<file path="src/rtl/stream_unpacker.sv">
// Unpacks 24bpp AXI4-Stream video (4 pixels per 3 words) into one RGB pixel per handshake,
// tracks pixel coordinates and flags/resynchronises on tuser/tlast framing errors.
module stream_unpacker #(
  parameter int unsigned X_SIZE = 640,
  parameter int unsigned Y_SIZE = 480
) (
  input  logic        aclk,
  input  logic        aresetn,
  input  logic [31:0] in_stream_tdata,
  input  logic [3:0]  in_stream_tkeep,
  input  logic        in_stream_tlast,
  input  logic        in_stream_tuser,
  input  logic        in_stream_tvalid,
  output logic        in_stream_tready,
  output logic [7:0]  pix_r,
  output logic [7:0]  pix_g,
  output logic [7:0]  pix_b,
  output logic [9:0]  pix_x,
  output logic [8:0]  pix_y,
  output logic        pix_sof,
  output logic        pix_eol,
  output logic        pix_valid,
  input  logic        pix_ready,
  output logic        sof_err,
  output logic        eol_err
);

  localparam int unsigned WordsPerLine = 3 * X_SIZE / 4;
  localparam logic [9:0]  XLast  = 10'(X_SIZE - 1);
  localparam logic [8:0]  YLast  = 9'(Y_SIZE - 1);
  localparam logic [9:0]  WxLast = 10'(WordsPerLine - 1);

  logic        run_q;
  logic [1:0]  r_q, r_d;
  logic [23:0] res_q, res_d;
  logic [23:0] pix_q, pix_d;
  logic        pv_q, pv_d;
  logic [9:0]  px_q, px_d, nx_q, nx_d, wx_q, wx_d;
  logic [8:0]  py_q, py_d, ny_q, ny_d, wy_q, wy_d;
  logic        psof_q, psof_d, peol_q, peol_d;
  logic        sof_err_q, sof_err_d, eol_err_q, eol_err_d;

  logic        out_free, accept, restart, last_exp, load, early;
  logic [1:0]  r_eff;
  logic [9:0]  wx_eff, cx;
  logic [8:0]  wy_eff, cy;
  logic [23:0] ld_pix;

  // run_q keeps tready low until the first edge after reset release.
  assign out_free         = !pv_q | pix_ready;
  assign in_stream_tready = run_q & (r_q != 2'd3) & out_free;
  assign accept           = in_stream_tvalid & in_stream_tready;
  assign restart          = accept & in_stream_tuser & !((wx_q == '0) && (wy_q == '0));

  always_comb begin
    r_d       = r_q;
    res_d     = res_q;
    pix_d     = pix_q;
    pv_d      = pv_q;
    px_d      = px_q;
    py_d      = py_q;
    nx_d      = nx_q;
    ny_d      = ny_q;
    wx_d      = wx_q;
    wy_d      = wy_q;
    psof_d    = psof_q;
    peol_d    = peol_q;
    sof_err_d = 1'b0;
    eol_err_d = 1'b0;
    load      = 1'b0;
    ld_pix    = res_q;
    // A misplaced tuser restarts the frame before any tlast rule is evaluated.
    r_eff     = restart ? 2'd0 : r_q;
    wx_eff    = restart ? 10'd0 : wx_q;
    wy_eff    = restart ? 9'd0 : wy_q;
    cx        = restart ? 10'd0 : nx_q;
    cy        = restart ? 9'd0 : ny_q;
    last_exp  = (wx_eff == WxLast);
    early     = accept & in_stream_tlast & !last_exp;

    if (accept) begin
      load = 1'b1;
      case (r_eff)
        2'd0: begin
          ld_pix = in_stream_tdata[23:0];
          res_d  = {16'h0, in_stream_tdata[31:24]};
          r_d    = 2'd1;
        end
        2'd1: begin
          ld_pix = {in_stream_tdata[15:0], res_q[7:0]};
          res_d  = {8'h0, in_stream_tdata[31:16]};
          r_d    = 2'd2;
        end
        default: begin
          ld_pix = {in_stream_tdata[7:0], res_q[15:0]};
          res_d  = in_stream_tdata[31:8];
          r_d    = 2'd3;
        end
      endcase
      if (in_stream_tlast || last_exp) begin
        wx_d = 10'd0;
        wy_d = (wy_eff == YLast) ? 9'd0 : wy_eff + 9'd1;
      end else begin
        wx_d = wx_eff + 10'd1;
        wy_d = wy_eff;
      end
      eol_err_d = in_stream_tlast ^ last_exp;
      sof_err_d = restart;
    end else if (run_q && out_free) begin
      if (r_q == 2'd3) begin
        load   = 1'b1;
        ld_pix = res_q;
        r_d    = 2'd0;
      end else begin
        pv_d = 1'b0;
      end
    end

    if (load) begin
      pix_d  = ld_pix;
      pv_d   = 1'b1;
      px_d   = cx;
      py_d   = cy;
      psof_d = (cx == '0) && (cy == '0);
      peol_d = (cx == XLast);
      if (cx == XLast || early) begin
        nx_d = 10'd0;
        ny_d = (cy == YLast) ? 9'd0 : cy + 9'd1;
      end else begin
        nx_d = cx + 10'd1;
        ny_d = cy;
      end
      if (early) begin
        r_d   = 2'd0;
        res_d = '0;
      end
    end
  end

  always_ff @(posedge aclk or negedge aresetn) begin
    if (!aresetn) begin
      run_q     <= 1'b0;
      r_q       <= '0;
      res_q     <= '0;
      pix_q     <= '0;
      pv_q      <= 1'b0;
      px_q      <= '0;
      py_q      <= '0;
      nx_q      <= '0;
      ny_q      <= '0;
      wx_q      <= '0;
      wy_q      <= '0;
      psof_q    <= 1'b0;
      peol_q    <= 1'b0;
      sof_err_q <= 1'b0;
      eol_err_q <= 1'b0;
    end else begin
      run_q     <= 1'b1;
      r_q       <= r_d;
      res_q     <= res_d;
      pix_q     <= pix_d;
      pv_q      <= pv_d;
      px_q      <= px_d;
      py_q      <= py_d;
      nx_q      <= nx_d;
      ny_q      <= ny_d;
      wx_q      <= wx_d;
      wy_q      <= wy_d;
      psof_q    <= psof_d;
      peol_q    <= peol_d;
      sof_err_q <= sof_err_d;
      eol_err_q <= eol_err_d;
    end
  end

  assign pix_r     = pix_q[23:16];
  assign pix_g     = pix_q[15:8];
  assign pix_b     = pix_q[7:0];
  assign pix_x     = px_q;
  assign pix_y     = py_q;
  assign pix_sof   = psof_q;
  assign pix_eol   = peol_q;
  assign pix_valid = pv_q;
  assign sof_err   = sof_err_q;
  assign eol_err   = eol_err_q;

  logic unused_keep;
  assign unused_keep = ^in_stream_tkeep;

endmodule

</file>
<file path="config.mk">
export PLATFORM = sky130hd
export DESIGN_NAME = stream_unpacker
export DESIGN_NICKNAME = d
export VERILOG_FILES = /design/src/rtl/stream_unpacker.sv
export SDC_FILE = /design/constraint.sdc
export NUM_CORES = 1
export LEC_CHECK = 0
export BUFFER_PORTS_ARGS = -buffer_cell sky130_fd_sc_hd__buf_2
export CAP_MARGIN = 0
export CORE_ASPECT_RATIO = 2
export CORE_MARGIN = 5
export CORE_UTILIZATION = 58
export DETAILED_ROUTE_END_ITERATION = 8
export HOLD_SLACK_MARGIN = 0.1
export PLACE_DENSITY = 0.81
export SYNTH_ARGS = -nofsm -noshare
export SYNTH_HDL_FRONTEND = slang
export SYNTH_SLANG_ARGS = --single-unit
</file>
<file path="constraint.sdc">
create_clock -name aclk -period 3.98 [get_ports aclk]
set_input_delay 0.199 -clock aclk [delete_from_list [all_inputs] [get_ports aclk]]
set_output_delay 0.199 -clock aclk [all_outputs]
set_load 0.02 [all_outputs]
</file>
# ---- Yosys cells after proc, flatten, opt, wreduce, memory -nomap -nowiden
# Index checks and enable logic that the tools add are counted.
dict set report totals {
  ff_bits 113
  out_inout_bits 49
  wordCells 84
}
dict set report op_classes {
  n_addsub 4
  eq_ne 9
  n_mux 32
  bitwise_logic 9
  n_reduce_logical 15
}
# operator count
set ops {}
lappend ops {{$mux 24} 4}
lappend ops {{$pmux 24 s2} 2}
lappend ops {{$mux 9} 6}
lappend ops {{$mux 10} 4}
lappend ops {{$add 10x1->10 const B} 2}
lappend ops {{$logic_not 10->1} 2}
lappend ops {{$add 9x1->9 const B} 2}
lappend ops {{$eq 9x9->1 const B} 2}
lappend ops {{$logic_not 9->1} 2}
lappend ops {{$mux 2} 6}
lappend ops {{$eq 10x10->1 const B} 1}
lappend ops {{$eq 10x9->1 const B} 1}
lappend ops {{$mux 1} 9}
lappend ops {{$and 1x1->1} 7}
lappend ops {{$ne 2x2->1 const B} 2}
lappend ops {{$pmux 2 s2} 1}
lappend ops {{$logic_and 1x1->1} 3}
lappend ops {{$logic_not 1->1} 3}
lappend ops {{$reduce_and 3->1} 1}
lappend ops {{$eq 2x1->1 const B} 1}
lappend ops {{$eq 2x2->1 const B} 1}
lappend ops {{$logic_not 2->1} 1}
lappend ops {{$logic_or 1x1->1} 2}
lappend ops {{$ne 2x1->1 const B} 1}
lappend ops {{other kinds (3)} 3}

# ---- Depth between registers and ports, before layout
dict set report depth {
  ltp_word 12
  mapped_depth 17
  ltp_nobuf 15
}

# ---- Worst setup path before layout
# OpenSTA, ideal clock, no wires.
dict set report synth_timing {
  path_kind {flip-flop to flip-flop}
  from {register pv_q (netlist: pix_valid)}
  to {register wy_q[8]}
  t_arrival_ps 3376
  path_slack_ps 508
  stages_incl_launch_ff 17
  n_path_buf 3
  period_less_slack_ps 3472
  cell_sequence {dfrtp_1 > nor2b_1 > and4b_1 > clkbuf_1 > clkbuf_1 > nand2_1 > and2_1 > ha_1 > and3_1 > and4_1 > nand2_1 > ha_1 > clkbuf_1 > o21ai_0 > a311oi_1 > o21ai_0 > o31ai_1}
}
dict set report synth_between {
  elab_chain_cells 10
  elab_cells_between_ends 14
}
# element line_no
set synth_lines {}
lappend synth_lines {{start, declared} 37} ;# logic pv_q, pv_d;
lappend synth_lines {{start signal, assigned} 162} ;# pv_q <= pv_d;
lappend synth_lines {{$logic_not 1->1 (*)} 50} ;# assign out_free = !pv_q | pix_ready;
lappend synth_lines {{$or 1x1->1 (*)} 50}
lappend synth_lines {{$and 1x1->1 (*)} 51} ;# assign in_stream_tready = run_q & (r_q != 2'd3) & out_free;
lappend synth_lines {{$and 1x1->1 (*)} 52} ;# assign accept = in_stream_tvalid & in_stream_tready;
lappend synth_lines {{$and 1x1->1 (2 in series)} 53} ;# assign restart = accept & in_stream_tuser & !((wx_q == '0) && (wy_q == '0));
lappend synth_lines {{$mux 9 or $mux 10 (tied branches)} {75, 74}}
lappend synth_lines {{$add 9x1->9, or another cell as far along} 102} ;# wy_d = (wy_eff == YLast) ? 9'd0 : wy_eff + 9'd1;
lappend synth_lines {{$mux 9 or $logic_or 1x1->1 (tied branches)} {102, 100}}
lappend synth_lines {{$mux 9} 100} ;# if (in_stream_tlast || last_exp) begin
lappend synth_lines {{end signal, assigned} 168} ;# wy_q <= wy_d;
lappend synth_lines {{end, declared} 39} ;# logic [8:0] py_q, py_d, ny_q, ny_d, wy_q, wy_d;
# Mark *: on every way between the ends. The rest lies on a longest branch, timed or not.
# A chain may end at the register's enable or synchronous reset.

# ---- Worst setup path in the final report
dict set report layout_timing {
  from {register wy_q[2]}
  to {register wy_q[8]}
}
dict set report layout_between {
  elab_chain_cells 8
  elab_cells_between_ends 12
}
# element line_no
set layout_lines {}
lappend layout_lines {{$logic_not 9->1} 53}
lappend layout_lines {{$logic_and 1x1->1} 53}
lappend layout_lines {{$logic_not 1->1} 53}
lappend layout_lines {{$and 1x1->1} 53}
lappend layout_lines {{$mux 9 or $mux 10 (tied branches)} {75, 74}}
lappend layout_lines {{$add 9x1->9, or another cell as far along} 102}
lappend layout_lines {{$mux 9 or $logic_or 1x1->1 (tied branches)} {102, 100}}
lappend layout_lines {{$mux 9 (*)} 100}
# Marked as above.

==> impl_metrics.json <==
{
  "drt_iter0_drc": 454,
  "cpLargestDelayFamily": "simple AND/OR/NAND/NOR gates",
  "worstSetupPathType": "flip-flop to flip-flop",
  "holdPathEnd": "pix_q[4]$_DFFE_PN0N_",
  "crit_fanout": 12,
  "ys.flop_type": "dfrtp_1",
  "status": "finished clean",
  "gp_congestion": 0.902,
  "peakVddDrop_mv": 0.441,
  "worstHoldStart": "in_stream_tdata[4]",
  "antenna_cells": 0,
  "hold_slack_ns": 0.135,
  "drive_above_1_share_pct": 19.9,
  "cap_violations": 0,
  "yosysSeqAreaShare_pct": 45.8,
  "finalPower_mw": 4.80,
  "cp_common_cell": "nand2_1",
  "synth.area.top_cells": "dfrtp_1 (46%), nand2_1 (8.0%), o21ai_0 (6.4%)",
  "drt_wl_total_um": 17300,
  "max_stage_delay_ns": 0.44,
  "p_leak_nw": 3.48,
  "placed_cell_area_mm2": 0.00667,
  "cp.required_ns": 4.27,
  "cts_sinks": 113,
  "setup_viol": 0,
  "antenna_found_initial": 0,
  "numPortBuffers": 86,
  "overflow": 0,
  "vias_per_cell": 6.26,
  "cp_num_buf_inv": 0,
  "r2r-end": "wy_q[8]$_DFFE_PN0N_",
  "final_cell_area_mm2": 0.00741,
  "synth_edf_count": 0,
  "clk_path_buf_depth": 2,
  "crit_arrival_ns": 3.94,
  "final_common_cell": "nand2_1",
  "hold_class": "primary input to flip-flop",
  "syn_nets": 779,
  "antenna_left": 0,
  "syn2layout_area_growth_pct": 20.0,
  "die-area_mm2": 0.0129,
  "yosysWarnings": 0,
  "fp.dieW_um": 83.0,
  "clk_latency_ns": 0.41,
  "dp_cells": 910,
  "stdcell_count": 952,
  "core_area_mm2": 0.0105,
  "path_cells": "nor4_1 -> nand4_1 -> o211ai_4 -> and2_1 -> ha_1 -> and3_1 -> and4_1 -> nand2_1 -> ha_2 -> nor2b_2 -> nand2_1 -> nor4b_4 -> a311oi_1 -> o21ai_0 -> o31ai_1",
  "dp_hpwl_um": 11500,
  "path_clk_slew_ns": 0.05,
  "grt_max_degree": 66,
  "fin_setup_tns_ns": 0,
  "io_pins": 91,
  "start_util_pct": 58.9,
  "postSynthCellCount": 730,
  "powerDensity_mw_per_mm2": 648,
  "postCtsSetupBuffers": 0,
  "grt_pass1_vias": 5870,
  "htreeDepth": 4,
  "wl_per_cell_um": 18.1,
  "yosys.area.top_type": "dfrtp_1",
  "synthArstFlopShare_pct": 100,
  "hold_violations": 0,
  "dr_total_vias": 5959,
  "cp-start-kind": "flip-flop",
  "setup_ws_ns": 0.322,
  "ys_seq_elements": 113,
  "cts-root-buf": "clkbuf_16",
  "synth_cell_types": 59,
  "r2r_cells": 15,
  "syn_area_per_cell_um2": 8.46,
  "r2r-start": "wy_q[2]$_DFFE_PN0N_",
  "drc": 0,
  "row_count": 53,
  "drv_slew": 0,
  "worstMarginPinSlew_ns": 0.935,
  "hold_depth": 3,
  "relSlewSlack_pct": 37.4,
  "grt_pass1_wl_um": 28700,
  "worstSetupEndpointType": "flip-flop",
  "finalCritPeriodShare_pct": 91.9,
  "die_y_um": 156,
  "skew_ns": 0.00795,
  "gr-usage-all-layers_pct": 27.2,
  "utilization_pct": 70.7,
  "rsz0062_at_grt": "no",
  "ff2ff_setup_slack_ns": 0.32,
  "place_ws_ns": 0.142,
  "cp_num_cells": 15,
  "final_cell_mix": "nand2_1 (131), dfrtp_1 (113), buf_2 (85)",
  "num-nets-final": 851,
  "cts_tree": "built",
  "fin_crit_ns": 3.66,
  "fmax_ghz": 0.273,
  "numCtsBuffers": 17,
  "synthesis.area_mm2": 0.00617,
  "drt_pass1_iterations": 6,
  "synth_top_area_share_pct": 45.8,
  "slowest_stage": "dfrtp_1"
}
==> worst min-delay path, delay by kind of cell <==
| kind | cells | cell delay (ns) |
|---|---|---|
| buffers and inverters | 1 | 0.11 |
| multiplexers | 1 | 0.07 |
| AO/OA/AOI/OAI | 1 | 0.13 |
==> registers in the layout, indices dropped and copies added (netlist names) <==
signal and flops:
sof_err 1, pix_q 24, nx_q 10, pix_valid 1, pix_sof 1, ny_q 9, run_q 1, wx_q 10
res_q 24, r_q 2, eol_err 1, wy_q 9, pix_eol 1, pix_y 9, pix_x 10
==> worst max-delay path by stage <==
stage                                      from             endpoint  slack, ns
after CTS                   wy_q[2]$_DFFE_PN0N_  wy_q[8]$_DFFE_PN0N_        0.1
after floorplan           pix_valid$_DFFE_PN0P_  wy_q[8]$_DFFE_PN0N_       0.51
after global placement      wy_q[2]$_DFFE_PN0N_  wy_q[8]$_DFFE_PN0N_       0.30
final                       wy_q[2]$_DFFE_PN0N_  wy_q[8]$_DFFE_PN0N_       0.32
after detailed placement    wy_q[2]$_DFFE_PN0N_  wy_q[8]$_DFFE_PN0N_       0.14
after global routing        wy_q[2]$_DFFE_PN0N_  wy_q[8]$_DFFE_PN0N_       0.01
==> final cells by class <==
cell class	instances	area, um2
clock inverters	10	131
inverters	14	52.6
multi-input cells	548	3110
flip-flops and latches	113	2830
well taps	137	171
repair buffers	108	631
fillers	897	3070
clock buffers	22	484
==> cell usage after synthesis (13+ instances only) <==
master	number
a21oi_1	47
a31oi_1	18
buf_2	17
clkbuf_1	32
dfrtp_1	113
inv_1	13
nand2_1	131
nand3_1	35
nor2_1	67
nor2b_1	13
nor3_1	14
o21ai_0	79
o221a_2	19
==> layer usage <==
layer  global-route usage, %  wire (um)  vias to the layer above
li1                        -          -                     2762
met1                    30.6       6440                     2863
met2                    47.3       9030                      271
met3                    6.55        991                       63
met4                    15.1        799                        0
met5                       0          0                        -
==> what timing repair did <==
item / 4_1_cts / 5_1_grt
setup endpoints to repair: 0 / 15
hold endpoints to repair: 29 / 1
resized for setup: 0 / 6
hold buffers: 9 / 1
==> logic make-up (layout without fill, tap and decap cells) <==
family,count (synthesis),in the layout,share of synthesized area [%]
XOR/XNOR,5,5,0.709
AND/OR/NAND/NOR,306,306,22.6
multiplexers,10,10,1.66
flip-flops,113,113,45.8
buffers and inverters,69,154,4.54
adder cells (fa/ha/maj),7,7,1.42
AO/OA/AOI/OAI,219,219,23.2
other,1,1,0.0607
==> power by group <==
part	internal (mW)	switching (mW)
Sequential	1.48	0.247
Combinational	0.544	0.977
Clock	1.04	0.516
Total	3.06	1.74
Power figures use the tool's default switching activity.
